File: src/rtl/pipe_stage_reg.sv
// Generic pipeline-stage register carrying {pc4, ins} with a valid/ready handshake.
// A 2-entry skid buffer keeps in_ready registered; supports flush and a stall-cycle counter.
module pipe_stage_reg #(
    parameter int unsigned          PC_W      = 32,
    parameter int unsigned          INS_W     = 32,
    parameter logic [INS_W-1:0]     NOP_INS   = 32'h0000_0000,
    parameter logic [PC_W-1:0]      RESET_PC4 = 32'h0000_3004,
    parameter int unsigned          CNT_W     = 16
) (
    input  logic              clk,
    input  logic              rst,
    input  logic              in_valid,
    input  logic [PC_W-1:0]   in_pc4,
    input  logic [INS_W-1:0]  in_ins,
    output logic              in_ready,
    output logic              out_valid,
    output logic [PC_W-1:0]   out_pc4,
    output logic [INS_W-1:0]  out_ins,
    input  logic              out_ready,
    input  logic              flush,
    output logic [CNT_W-1:0]  stall_cnt
);

    typedef enum logic [1:0] {
        ST_EMPTY = 2'b00,
        ST_ONE   = 2'b01,
        ST_TWO   = 2'b10
    } occ_state_e;

    occ_state_e          state_r;
    logic                in_ready_r;
    logic                out_valid_r;
    logic [PC_W-1:0]     out_pc4_r;
    logic [INS_W-1:0]    out_ins_r;
    logic [PC_W-1:0]     skid_pc4_r;
    logic [INS_W-1:0]    skid_ins_r;
    logic [CNT_W-1:0]    stall_cnt_r;

    logic                accept_s;
    logic                pop_s;
    logic                stall_s;
    logic                cnt_sat_s;

    // Handshake qualifiers derived from the registered ready/valid flags.
    always_comb begin
        accept_s  = in_valid & in_ready_r;
        pop_s     = out_valid_r & out_ready;
        stall_s   = out_valid_r & ~out_ready & ~flush;
        cnt_sat_s = (stall_cnt_r == {CNT_W{1'b1}});
    end

    // Occupancy FSM: main entry, skid entry and the registered in_ready.
    always_ff @(posedge clk) begin
        if (rst) begin
            state_r     <= ST_EMPTY;
            in_ready_r  <= 1'b1;
            out_valid_r <= 1'b0;
            out_pc4_r   <= RESET_PC4;
            out_ins_r   <= NOP_INS;
            skid_pc4_r  <= {PC_W{1'b0}};
            skid_ins_r  <= {INS_W{1'b0}};
        end else if (flush) begin
            // Held beats and any beat accepted this cycle are dropped; out_pc4 keeps its value.
            state_r     <= ST_EMPTY;
            in_ready_r  <= 1'b1;
            out_valid_r <= 1'b0;
            out_ins_r   <= NOP_INS;
        end else begin
            case (state_r)
                ST_EMPTY: begin
                    if (accept_s) begin
                        out_pc4_r   <= in_pc4;
                        out_ins_r   <= in_ins;
                        out_valid_r <= 1'b1;
                        state_r     <= ST_ONE;
                    end else begin
                        state_r     <= ST_EMPTY;
                    end
                end
                ST_ONE: begin
                    if (pop_s && accept_s) begin
                        out_pc4_r   <= in_pc4;
                        out_ins_r   <= in_ins;
                        state_r     <= ST_ONE;
                    end else if (pop_s) begin
                        out_valid_r <= 1'b0;
                        out_ins_r   <= NOP_INS;
                        state_r     <= ST_EMPTY;
                    end else if (accept_s) begin
                        skid_pc4_r  <= in_pc4;
                        skid_ins_r  <= in_ins;
                        in_ready_r  <= 1'b0;
                        state_r     <= ST_TWO;
                    end else begin
                        state_r     <= ST_ONE;
                    end
                end
                ST_TWO: begin
                    if (pop_s) begin
                        out_pc4_r   <= skid_pc4_r;
                        out_ins_r   <= skid_ins_r;
                        in_ready_r  <= 1'b1;
                        state_r     <= ST_ONE;
                    end else begin
                        state_r     <= ST_TWO;
                    end
                end
                default: begin
                    state_r     <= ST_EMPTY;
                    in_ready_r  <= 1'b1;
                    out_valid_r <= 1'b0;
                    out_ins_r   <= NOP_INS;
                end
            endcase
        end
    end

    // Saturating count of cycles where a held beat was refused downstream.
    always_ff @(posedge clk) begin
        if (rst) begin
            stall_cnt_r <= {CNT_W{1'b0}};
        end else if (stall_s && !cnt_sat_s) begin
            stall_cnt_r <= stall_cnt_r + {{(CNT_W-1){1'b0}}, 1'b1};
        end else begin
            stall_cnt_r <= stall_cnt_r;
        end
    end

    assign in_ready  = in_ready_r;
    assign out_valid = out_valid_r;
    assign out_pc4   = out_pc4_r;
    assign out_ins   = out_ins_r;
    assign stall_cnt = stall_cnt_r;

endmodule

File: config.mk
export PLATFORM = sky130hd
export DESIGN_NAME = pipe_stage_reg
export DESIGN_NICKNAME = d
export VERILOG_FILES = /design/src/rtl/pipe_stage_reg.sv
export SDC_FILE = /design/constraint.sdc
export NUM_CORES = 1
export LEC_CHECK = 0
export BUFFER_PORTS_ARGS = -buffer_cell sky130_fd_sc_hd__buf_2
export CAP_MARGIN = 20
export CORE_MARGIN = 2
export CORE_UTILIZATION = 45
export CTS_CLUSTER_SIZE = 20
export DETAILED_ROUTE_END_ITERATION = 12
export PLACE_DENSITY = 0.68
export SLEW_MARGIN = 0
export SYNTH_ARGS = -nofsm -noshare
export SYNTH_HDL_FRONTEND = slang
export SYNTH_SLANG_ARGS = --single-unit
File: constraint.sdc
create_clock -name clk -period 4.4 [get_ports clk]
set_input_delay 0.22 -clock clk [delete_from_list [all_inputs] [get_ports clk]]
set_output_delay 0.22 -clock clk [all_outputs]
set_load 0.02 [all_outputs]
Yosys cells after proc, flatten, opt, wreduce, memory -nomap -nowiden
Index checks and enable logic that the tools add are counted.
Cells by class
  bitwise logic cells: 10
  multiplexer cells: 24
  reduce and logical (&&, ||, !) cells: 11
  add/sub/neg operators: 1
  eq/ne operators: 11
Operator list (count)
  two-way mux 32 bit: 7
  one-hot mux 32 bit (3 select lines): 2
  adder 16 x 1 -> 16 bit (second input constant): 1
  == test 16 bit (second input constant): 1
  AND reduction 5 bit: 3
  != test 2 bit (second input constant): 7
  two-way mux 1 bit: 8
  two-way mux 2 bit: 4
  inverter 1 bit: 6
  one-hot mux 1 bit (3 select lines): 2
  one-hot mux 2 bit (3 select lines): 1
  AND 1 bit: 4
  AND reduction 4 bit: 1
  != test 3 bit (second input constant): 1
  AND reduction 3 bit: 1
  nonzero test 3 bit: 1
  == test 2 x 1 -> 1 bit (second input constant): 1
  == test 2 bit (second input constant): 1
  logical AND 1 bit: 2
  zero test 2 bit: 1
  OR reduction 2 bit: 1
  zero test 1 bit: 1
Storage, ports and cells
  bits in registers: 148
  logic and storage cells: 65

Logic depth before layout (Yosys ltp)
  depth after elaboration: 5
  gate-level depth with buffers: 7
  depth with buffers taken out: 5

Worst setup path after synthesis
Ideal clock, no wire load.
  path kind: register to register
  start point: register stall_cnt_r[0], in the netlist stall_cnt[0]
  end point: register stall_cnt_r[7], in the netlist stall_cnt[7]
  library setup time: 0.123 ns
  data arrival time: 1.773 ns
  required time: 4.277 ns
  stages on the path, launching flop included: 7
  buffers on the path: 1
  slack: 2.504 ns
  cell sequence: dfxtp_1 > ha_1 > nand4_1 > nor4b_2 > buf_2 > nor3_1 > mux2_1
On the way
  word-level cells in the longest chain between the ends: 3
Ends and longest elaborated chain
  from (decl): line 37  | logic [CNT_W-1:0] stall_cnt_r;
  from (signal assigned): line 121  | stall_cnt_r <= {CNT_W{1'b0}};
  from (signal assigned): line 123  | stall_cnt_r <= stall_cnt_r + {{(CNT_W-1){1'b0}}, 1'b1};
  from (signal assigned): line 125  | stall_cnt_r <= stall_cnt_r;
  branches (longest 3 deep; another with adder 16 x 1 -> 16 bit)
Several ways; the timed one is not identified.
A chain may end at the register's enable or synchronous reset.

Final worst setup path
  start point: register state_r[0]
  end point: register out_pc4_r[2], in the netlist out_pc4[2]
On the way
  word-level cells in the longest chain between the ends: 3
Ends and longest elaborated chain
  from (decl): line 30  | occ_state_e state_r;
  from (signal assigned): line 55  | state_r <= ST_EMPTY;
  from (signal assigned): line 64  | state_r <= ST_EMPTY;
  from (signal assigned): line 75  | state_r <= ST_ONE;
  == test 2 x 1 -> 1 bit (tied with other cells): line 69  | case (state_r)
  != test 2 bit (no line) / nonzero test 3 bit (equally long branches)
  AND reduction 5 bit (no line)
  to (signal assigned): line 72  | out_pc4_r <= in_pc4;
  to (signal assigned): line 82  | out_pc4_r <= in_pc4;
  to (signal assigned): line 100  | out_pc4_r <= skid_pc4_r;
  to (decl): line 33  | logic [PC_W-1:0] out_pc4_r;
Several ways; a longest one is shown, not always the timed one.

==> results.cfg <==
[synth]
synth_area_um2 = 6610
async_flop_share = 0
synth_area_leaders = dfxtp_1 (45%), a21oi_1 (13%), nand2_1 (13%), o21ai_0 (4.8%), a211o_1 (4.2%)
yosysWarnings = 0
synth_top_cell_by_area = dfxtp_1
yosysSeqAreaShare = 0.448
ys_dominant_reg_cell = dfxtp_1
syn_nets = 945
synth_top_area_share = 0.448
netlist_instances = 875
synth_seq_cells = 148
synth_area_per_cell_um2 = 7.56
ys_types = 43
synth_edf_count = 0

[finish]
fin_nets = 1055
stdcell_count = 1182
syn_to_final_growth_pct = 21.7
nFillCells = 1409
final_area_um2 = 8040
layout-drive-gt1-share = 0.205

[sta]
setup_violations = 0
final-max-slew-violation-count = 0
min_period_ns = 2.60
finalHoldViolCount = 0
max_slew_margin = 0.465
tightest_slew_ns = 0.800
worst_slack_ns = 1.80
fin_skew_ns = 0.00487
fmax_mhz = 385
setup_tns_ns = 0
rsz0062_at_grt = false
fin_crit_sh = 0.590

[place]
place_congestion = 0.754
pre_cts_slack_ns = 1.66
port-buffer-count = 150
place_area_um2 = 7420
hpwl_mm = 10.6
placedCellCount = 1148

[critical_path]
cp_common_cell = buf_4
worstSetupPathType = flop to flop
cp-start-kind = flop
cp.arrival_ns = 2.90
crit_path_cell_trace = buf_4 -> nand2b_1 -> buf_4 -> o22a_2 -> buf_16 -> nor4_1 -> a211o_1
cp.required_ns = 4.70
cpPeakStageDelay_ns = 0.59
endpoint_kind = flop
critPathMaxFanout = 43
slowest_stage = o22a_2

[cts]
clk_latency_ns = 0.42
hold_buffers = 0
tritoncts = done
postCtsSetupRepairBufs = 0
ctsResizeCount = 0
cts.sinks = 148
clock_path_buffers = 2
htreeDepth = 4
numCtsBuffers = 17
clkTransAtPathRegs_ns = 0.06
root_buffer = clkbuf_16

[global_route]
grt_max_degree = 67
grt_remaining_overflow = 0
grt_pass1_vias = 5710
track_usage = 0.216
grt_pass1_wl_mm = 28.0
antenna_found_initial = 2

[floorplan]
rows = 44
dieArea_um2 = 15700
pin_count = 151
initial_utilization = 0.458
core_area_um2 = 14400
die_w_um = 125
die_h_um = 125

[power_and_ir_drop]
sw_frac_of_total = 0.241
power_frac_clock = 0.448
combPwrFrac = 0.098
pwr_density_cell_nw_per_um2 = 382
p_switching_w = 0.000742
seq_power_share = 0.454
p_total_w = 0.00307
p_int_w = 0.00233
ir_drop_v = 0.000276
p_leak_nw = 3.22

[detailed_routing]
vias_per_cell = 5.34
drtIter0Drc = 521
routedWlPerCell_um = 14.6
wirelength_mm = 17.3
postRouteAntennaNets = 0
dr.pass1.iters = 5
drc = 0
vias = 6313

[flow_run]
max-cap-violations = 0

[worst_hold_path]
hold_path_class = input port to flop

[run_status]
status = complete, no violations
registers in the layout (all words and copies together) (netlist names):
signal	flops
in_ready	1
skid_pc4_r	32
state_r	2
out_ins	32
out_valid	1
out_pc4	32
skid_ins_r	32
stall_cnt	16
cell type report:
type | count | area [µm²] | area share
Multi-Input combinational cell | 652 | 3370 | 0.420
Sequential cell | 148 | 2960 | 0.368
Timing Repair Buffer | 165 | 898 | 0.112
Clock buffer | 28 | 557 | 0.0692
Tap cell | 184 | 230 | 0.0286
Clock inverter | 2 | 12.5 | 0.00156
Antenna cell | 2 | 5.00 | 0.000622
Inverter | 1 | 3.75 | 0.000467
layout by cell type, fill, tap and decap left out, types with 4 or more instances in the layout:
master and n:
a211o_1 32, a21oi_1 175, and2_1 34, buf_2 149, buf_4 14, clkbuf_16 17
clkbuf_8 9, dfxtp_1 148, nand2_1 228, nand2b_1 36, nand3_1 5, nand4_1 6
nor2_1 13, o21ai_0 63, o21ai_1 4, o31ai_1 8, or3_1 7, or4_1 6
Yosys cell counts, types with 2 or more instances:
cell type / instances
nor4_1: 3
nor3_1: 2
or3_1: 8
nand3b_1: 2
nor2_1: 13
and2_1: 34
mux2_1: 2
nand2_1: 228
nand3_1: 5
buf_2: 6
o21ai_0: 63
nor2b_1: 4
dfxtp_1: 148
nand4_1: 6
and3_1: 2
nand2b_1: 36
a21oi_1: 175
o21ai_1: 4
clkbuf_1: 67
a211o_1: 32
o31ai_1: 8
or4_1: 6
power groups by stage:
| stage | Clock, W | Combinational, W | Sequential [W] |
|---|---|---|---|
| detailed placement | 0 | 0.000296 | 0.00142 |
| global route | 0.00146 | 0.000333 | 0.00140 |
| CTS | 0.00140 | 0.000298 | 0.00140 |
| finish | 0.00138 | 0.000302 | 0.00140 |
| global placement | 0 | 0.000294 | 0.00142 |
| floorplan | 0 | 0.000154 | 0.00146 |
through the flow:
step | utilization | hold WS (ns)
floorplan | - | 0.356
global placement | 0.515 | 0.438
detailed placement | 0.515 | 0.442
CTS | 0.554 | 0.0353
global route | 0.558 | 0.0454
finish | 0.558 | 0.0486
kinds of logic (layout without fill, tap and decap cells):
| group | Yosys count | count (layout) | share of synthesized area |
|---|---|---|---|
| compound gates | 289 | 289 | 0.245 |
| other cells | 0 | 2 | 0 |
| fa+ha+maj | 1 | 1 | 0.00189 |
| xor+xnor | 1 | 1 | 0.00132 |
| flops | 148 | 148 | 0.448 |
| mux | 3 | 3 | 0.00492 |
| buf+inv | 75 | 196 | 0.0439 |
| simple gates | 358 | 358 | 0.255 |
critical path: cells and delay by family (launching register included):
family                 cells  cell delay [ns]
flip-flops                 1             0.30
AND/OR/NAND/NOR            2             0.24
buffers and inverters      3             1.02
AO/OA/AOI/OAI              2             0.89
metal layers:
| layer | wire length [µm] | track usage | vias up | share of wire |
|---|---|---|---|---|
| li1 | - | - | 3194 | - |
| met1 | 8140 | 0.293 | 2928 | 0.47 |
| met2 | 7940 | 0.333 | 169 | 0.46 |
| met3 | 924 | 0.0565 | 22 | 0.053 |
| met4 | 278 | 0.0824 | 0 | 0.016 |
| met5 | 0 | 0 | - | 0 |
path summary, 6_finish.rpt:
check                              from                     endpoint  slack [ns]  cells after the start
min                          in_pc4[15]  skid_pc4_r[15]$_SDFFE_PP0P_        0.05                      3
max               state_r[0]$_SDFF_PP0_      out_pc4[2]$_SDFFE_PP1P_        1.80                      7
min reg2reg  skid_ins_r[9]$_SDFFE_PP0P_   skid_ins_r[9]$_SDFFE_PP0P_        0.45                      2
max reg2reg       state_r[0]$_SDFF_PP0_      out_pc4[2]$_SDFFE_PP1P_        1.80                      7
(Power assumes the default switching activity.)
